==> src/rtl/fetch_pkg.sv <==
// Shared types and constants for the instruction fetch controller.
// fetch_ok() applies the FETCH_BOUNDS_CHECK_EN address rules.
package fetch_pkg;

    typedef enum logic [1:0] {
        ST_IDLE  = 2'd0,
        ST_RUN   = 2'd1,
        ST_FAULT = 2'd2
    } fetch_state_e;

    typedef struct packed {
        logic [31:0] pc;
        logic [31:0] inst;
    } fetch_entry_t;

    localparam logic [31:0] NOP_INST   = 32'h0000_0013;
    localparam logic [31:0] INST_BYTES = 32'd4;

    function automatic logic fetch_ok(
        input logic [31:0] addr,
        input int unsigned depth
    );
        return (addr[1:0] == 2'b00) && ({2'b00, addr[31:2]} < depth);
    endfunction

endpackage

==> src/rtl/fetch_buf.sv <==
// Two-entry in-order {pc, inst} buffer between fetch and decode.
// Flush wins over push/pop; push and pop together at full is legal.
module fetch_buf
    import fetch_pkg::*;
(
    input  logic         clk,
    input  logic         rst,
    input  logic         push,
    input  logic         pop,
    input  logic         flush,
    input  fetch_entry_t push_data,
    output fetch_entry_t head_data,
    output logic [1:0]   count
);

    fetch_entry_t e0_q, e0_d;
    fetch_entry_t e1_q, e1_d;
    logic [1:0]   cnt_q, cnt_d;
    logic [1:0]   base;
    logic         pop_ok;
    logic         push_ok;

    always_comb begin
        e0_d    = e0_q;
        e1_d    = e1_q;
        cnt_d   = cnt_q;
        pop_ok  = pop && (cnt_q != 2'd0);
        push_ok = push && ((cnt_q < 2'd2) || pop_ok);
        base    = pop_ok ? cnt_q - 2'd1 : cnt_q;
        if (flush) begin
            cnt_d = 2'd0;
        end else begin
            if (pop_ok) begin
                e0_d = e1_q;
            end
            if (push_ok) begin
                if (base == 2'd0) begin
                    e0_d = push_data;
                end else begin
                    e1_d = push_data;
                end
            end
            cnt_d = push_ok ? base + 2'd1 : base;
        end
    end

    always_ff @(posedge clk) begin
        if (rst) begin
            e0_q  <= '0;
            e1_q  <= '0;
            cnt_q <= 2'd0;
        end else begin
            e0_q  <= e0_d;
            e1_q  <= e1_d;
            cnt_q <= cnt_d;
        end
    end

    assign head_data = e0_q;
    assign count     = cnt_q;

endmodule

==> src/rtl/fetch_ctrl.sv <==
// Instruction fetch controller: pc sequencing, redirects, decode handshake.
// Define FETCH_BOUNDS_CHECK_EN to fault on misaligned/out-of-range fetches.
module fetch_ctrl
    import fetch_pkg::*;
#(
    parameter logic [31:0] RESET_PC  = 32'h0000_0000,
    parameter int unsigned MEM_DEPTH = 64
) (
    input  logic        clk,
    input  logic        rst,
    output logic [31:0] imem_pc,
    input  logic [31:0] imem_inst,
    input  logic        redirect_valid,
    input  logic [31:0] redirect_pc,
    output logic        if_valid,
    output logic [31:0] if_pc,
    output logic [31:0] if_inst,
    input  logic        id_ready,
    output logic        fetch_fault
);

`ifdef FETCH_BOUNDS_CHECK_EN
    localparam bit BOUNDS_EN = 1'b1;
`else
    localparam bit BOUNDS_EN = 1'b0;
`endif

    fetch_state_e state_q, state_d;
    logic [31:0]  pc_q, pc_d;
    logic         pc_ok;
    logic         tgt_ok;
    logic         push;
    logic         pop;
    logic [1:0]   count;
    fetch_entry_t head;
    fetch_entry_t new_entry;

    assign pc_ok  = !BOUNDS_EN || fetch_ok(pc_q, MEM_DEPTH);
    assign tgt_ok = !BOUNDS_EN || fetch_ok(redirect_pc, MEM_DEPTH);

    always_ff @(posedge clk) begin
        if (rst) begin
            state_q <= ST_IDLE;
            pc_q    <= RESET_PC;
        end else begin
            state_q <= state_d;
            pc_q    <= pc_d;
        end
    end

    always_comb begin
        state_d = state_q;
        unique case (state_q)
            ST_IDLE: state_d = ST_RUN;
            ST_RUN: begin
                if (redirect_valid) begin
                    state_d = tgt_ok ? ST_RUN : ST_FAULT;
                end else if (!pc_ok) begin
                    state_d = ST_FAULT;
                end
            end
            ST_FAULT: begin
                if (redirect_valid && tgt_ok) begin
                    state_d = ST_RUN;
                end
            end
            default: state_d = ST_IDLE;
        endcase
    end

    // A redirect steals the cycle: no push, and the flush drops everything
    // except an entry popped in that same cycle.
    always_comb begin
        pop  = (count != 2'd0) && id_ready;
        push = (state_q == ST_RUN) && pc_ok && !redirect_valid
            && ((count < 2'd2) || pop);
        pc_d = pc_q;
        if (redirect_valid) begin
            pc_d = redirect_pc;
        end else if (push) begin
            pc_d = pc_q + INST_BYTES;
        end
        new_entry.pc   = pc_q;
        new_entry.inst = imem_inst;
    end

    fetch_buf u_buf (
        .clk       (clk),
        .rst       (rst),
        .push      (push),
        .pop       (pop),
        .flush     (redirect_valid),
        .push_data (new_entry),
        .head_data (head),
        .count     (count)
    );

    always_comb begin
        imem_pc  = pc_q;
        if_valid = (count != 2'd0);
        if_pc    = if_valid ? head.pc : 32'h0;
        if_inst  = if_valid ? head.inst : NOP_INST;
`ifdef FETCH_BOUNDS_CHECK_EN
        fetch_fault = (state_q == ST_FAULT);
`else
        fetch_fault = 1'b0;
`endif
    end

endmodule

==> config.mk <==
export PLATFORM = sky130hd
export DESIGN_NAME = fetch_ctrl
export DESIGN_NICKNAME = d
export VERILOG_FILES = /design/src/rtl/fetch_pkg.sv /design/src/rtl/fetch_buf.sv /design/src/rtl/fetch_ctrl.sv
export SDC_FILE = /design/constraint.sdc
export NUM_CORES = 1
export LEC_CHECK = 0
export CORE_ASPECT_RATIO = 1.1
export CORE_UTILIZATION = 41
export CTS_CLUSTER_SIZE = 20
export DETAILED_ROUTE_END_ITERATION = 8
export PLACE_DENSITY_LB_ADDON = 0.12
export SKIP_LAST_GASP = 1
export SYNTH_ARGS = -nofsm -noshare
export SYNTH_HDL_FRONTEND = slang
export SYNTH_SLANG_ARGS = --single-unit
==> constraint.sdc <==
create_clock -name clk -period 4 [get_ports clk]
set_input_delay 0.6 -clock clk [delete_from_list [all_inputs] [get_ports clk]]
set_output_delay 0.6 -clock clk [all_outputs]
set_load 0.05 [all_outputs]
==> results.md <==
* Status: completed
* 1st-iter DRT viols at 550
* Sequential-to-total area share from yosys stat at 0.449
* Post-DP Area at 9000 um^2
* Slew HR at 0.418
* Synth warn at 0
* Final hold slack at ~0.45 ns
* Synth area leaders: dfxtp_1 (45%), nand2_1 (7.2%), nor2b_1 (5.5%), o22ai_1 (5.4%), a21oi_1 (5.0%)
* TNS Setup at 0 ns
* Register share of total power at 0.399
* CTS root buf: clkbuf_16
* Hold/Removal Path Class: flop to flop
* Post-DRT Antenna Nets at 0
* Port bufs at 164
* Worst-path fanout max at 65
* Register area at 3260 um^2
* Setup violation total in the final timing report at 0
* Syn_area_per_cell at slightly below 8 um^2
* CTS Sinks at around 160
* Htree depth at 4
* Max-Cap Viols at 0
* Number of enable flip-flop cells after synthesis at 0
* Vias in the first global route at 6443
* CTS Buf Count at 17
* Final Hold Fails at 0
* Final period util at 0.806
* WL per Instance at between 15 and 20 um
* Slew of the pin with the lowest slew margin at between 0.8 and 0.9 ns
* Post-CTS resize count at 0
* Dpl hpwl at around 13 mm
* Initial antenna violation count at 0
* Final #Nets at ~1.1k
* Hold path start: u_buf.e1_q[57]
* Post-synth top area share at 0.449
* Share of cells above drive strength 1 at 0.0604
* # fillers at roughly 1.6k
* Rows at 50
* Multi-input logic area at 3620 um^2
* Setup Skew at roughly 0.0081 ns
* Final min period at 3.22 ns
* CTS tree: built
* Area delta synth->final at 33.4%
* Total track usage at 0.238
* Total power at about 4600 uW
* Max Fclk at ~0.31 GHz
* Crit. Startpoint: u_buf.count[0]
* Power Density at between 400 and 500 nW/um^2
* Starting density of the core at 0.422
* FF-to-FF Start: u_buf.count[1]
* # Post-CTS Setup Buffers at 0
* Gr ovfl total at 0
* Clock Tree Buf Depth at 2
* Drt first pass iters at 5
* Syn Inst Count at roughly 920
* Ys flop type: dfxtp_1
* Switching part of the total at 0.282
* Area leader, netlist: dfxtp_1
* Clk_lat worst skew at 0.42 ns
* Total core area at around 17000 um^2
* Most frequent cells in the layout: dfxtp_1 (163), clkdlybuf4s50_1 (163), nand2_1 (140), nor2_1 (88), a21oi_1 (72)
* Largest net degree at the start of global routing at 76
* Internal at 3330 uW
* CP arrival at approximately 2.6 ns
* Max Slew Vio Count at 0
* Syn_nets at roughly 990
* Fin area at a little under 10000 um^2
* CTS hold repair buffers at 0
* Die W at roughly 130 um
* Synth async-reset ratio at 0
* RSZ-0062 raised after global routing: false
* Worst VDD drop at between 300 and 400 uV
* Clock share of power at 0.417
* Sw power at roughly 1300 uW
* Ant diodes at 0
* Post-synthesis sequential element count at about 160
* Die height at between 100 and 150 um
* CTS clk-pin slew, worst paths at ~0.06 ns
* Die area at between 15000 and 20000 um^2
* Post-Synthesis Cell Area at roughly 7300 um^2
* Crit path launch type: flop
* Vias per cell at 5.46
* DRC viols at 0
* GPL Wtd Cong at slightly above 0.8
* IO Count at about 170
* Via count at about 7.0k
* Unique masters post-synth at 52
* Critical path type: flop to primary output
* Logic pwr share at 0.184
* Routed WL at about 22 mm
* Leakage at 0.00338 uW
* Crit. End Element: primary output
* First-pass GRT wire length at approximately 34 mm
* Worst path required time at roughly 3.4 ns
[power groups by stage]
stage / logic, uW / registers [uW] / clock network (uW)
floorplan: 504 / 1930 / 0
CTS: 856 / 1850 / 1950
finish: 852 / 1850 / 1930
detailed placement: 852 / 1880 / 0
global route: 915 / 1870 / 2030
global placement: 843 / 1880 / 0
[state kept, by name, summed over array words and instances, names as in the netlist]
name,count
state_q,1
u_buf.e1_q,64
u_buf.count,2
u_buf.head_data,64
imem_pc,32
[worst max-delay path, stage by stage (launching register included)]
cell and delay, ns:
dfxtp_1 0.30, inv_1 0.08, ha_2 0.18, buf_4 0.61, or2_2 0.22, clkdlybuf4s50_1 0.81
[through the flow]
stage,worst slack [ns],instances,utilization
final,0.777,1277,0.564
after global routing,0.626,1277,0.564
after CTS,0.719,1277,0.564
after detailed placement,0.487,1245,0.523
after global placement,0.594,1245,0.523
after floorplan,0.971,917,-
[routing by layer]
layer / up-vias / track usage / wire, um
met5: - / 0 / 0
met4: 0 / 0.0700 / 221
met3: 16 / 0.0464 / 1200
met2: 209 / 0.390 / 10200
met1: 3294 / 0.318 / 9960
li1: 3455 / - / -
[final cells by class]
type | count | share of cell area
clock inverter | 12 | 0.0259
inverter | 13 | 0.00503
multi-input combinational | 656 | 0.373
tap | 234 | 0.0302
clock buffer | 20 | 0.0461
timing repair buffer | 179 | 0.183
sequential | 163 | 0.337
[worst paths after layout]
kind              cells after the start  slack [ns]            endpoint
hold reg to reg                       2        0.45      u_buf.e1_q[57]
setup / recovery                      5        0.78          if_inst[0]
hold / removal                        2        0.45      u_buf.e1_q[57]
setup reg to reg                     11        0.98  u_buf.head_data[9]
[logic make-up (layout without fill, tap and decap cells)]
| kind of cell | count (synthesis) | count (layout) | share of synthesized area |
|---|---|---|---|
| compound gates | 204 | 204 | 0.185 |
| fa+ha+maj | 3 | 3 | 0.00516 |
| simple gates | 437 | 437 | 0.291 |
| xor+xnor | 8 | 8 | 0.00964 |
| flops | 163 | 163 | 0.449 |
| mux | 3 | 3 | 0.00413 |
| other cells | 1 | 1 | 0.000516 |
| buf+inv | 98 | 224 | 0.0553 |
[Yosys cell counts (all sizes together), types with 2 or more instances]
cell     instances
a2111o           2
a2111oi          3
a211o            3
a211oi          12
a21o             2
a21oi           73
a22oi            4
a311o            2
a311oi          13
a31o             2
and3             9
and4             7
buf             26
clkbuf          59
dfxtp          163
ha               3
inv             13
mux2i            3
nand2          140
nand2b           2
nand3           18
nand3b           2
nand4           13
nor2            88
nor2b           64
nor3            71
nor4             5
nor4b            2
o2111a           2
o21ai            6
o22ai           63
o31ai           13
or2              3
or4             10
xnor2            7
Note: power is estimated with default switching activity, not from simulation.
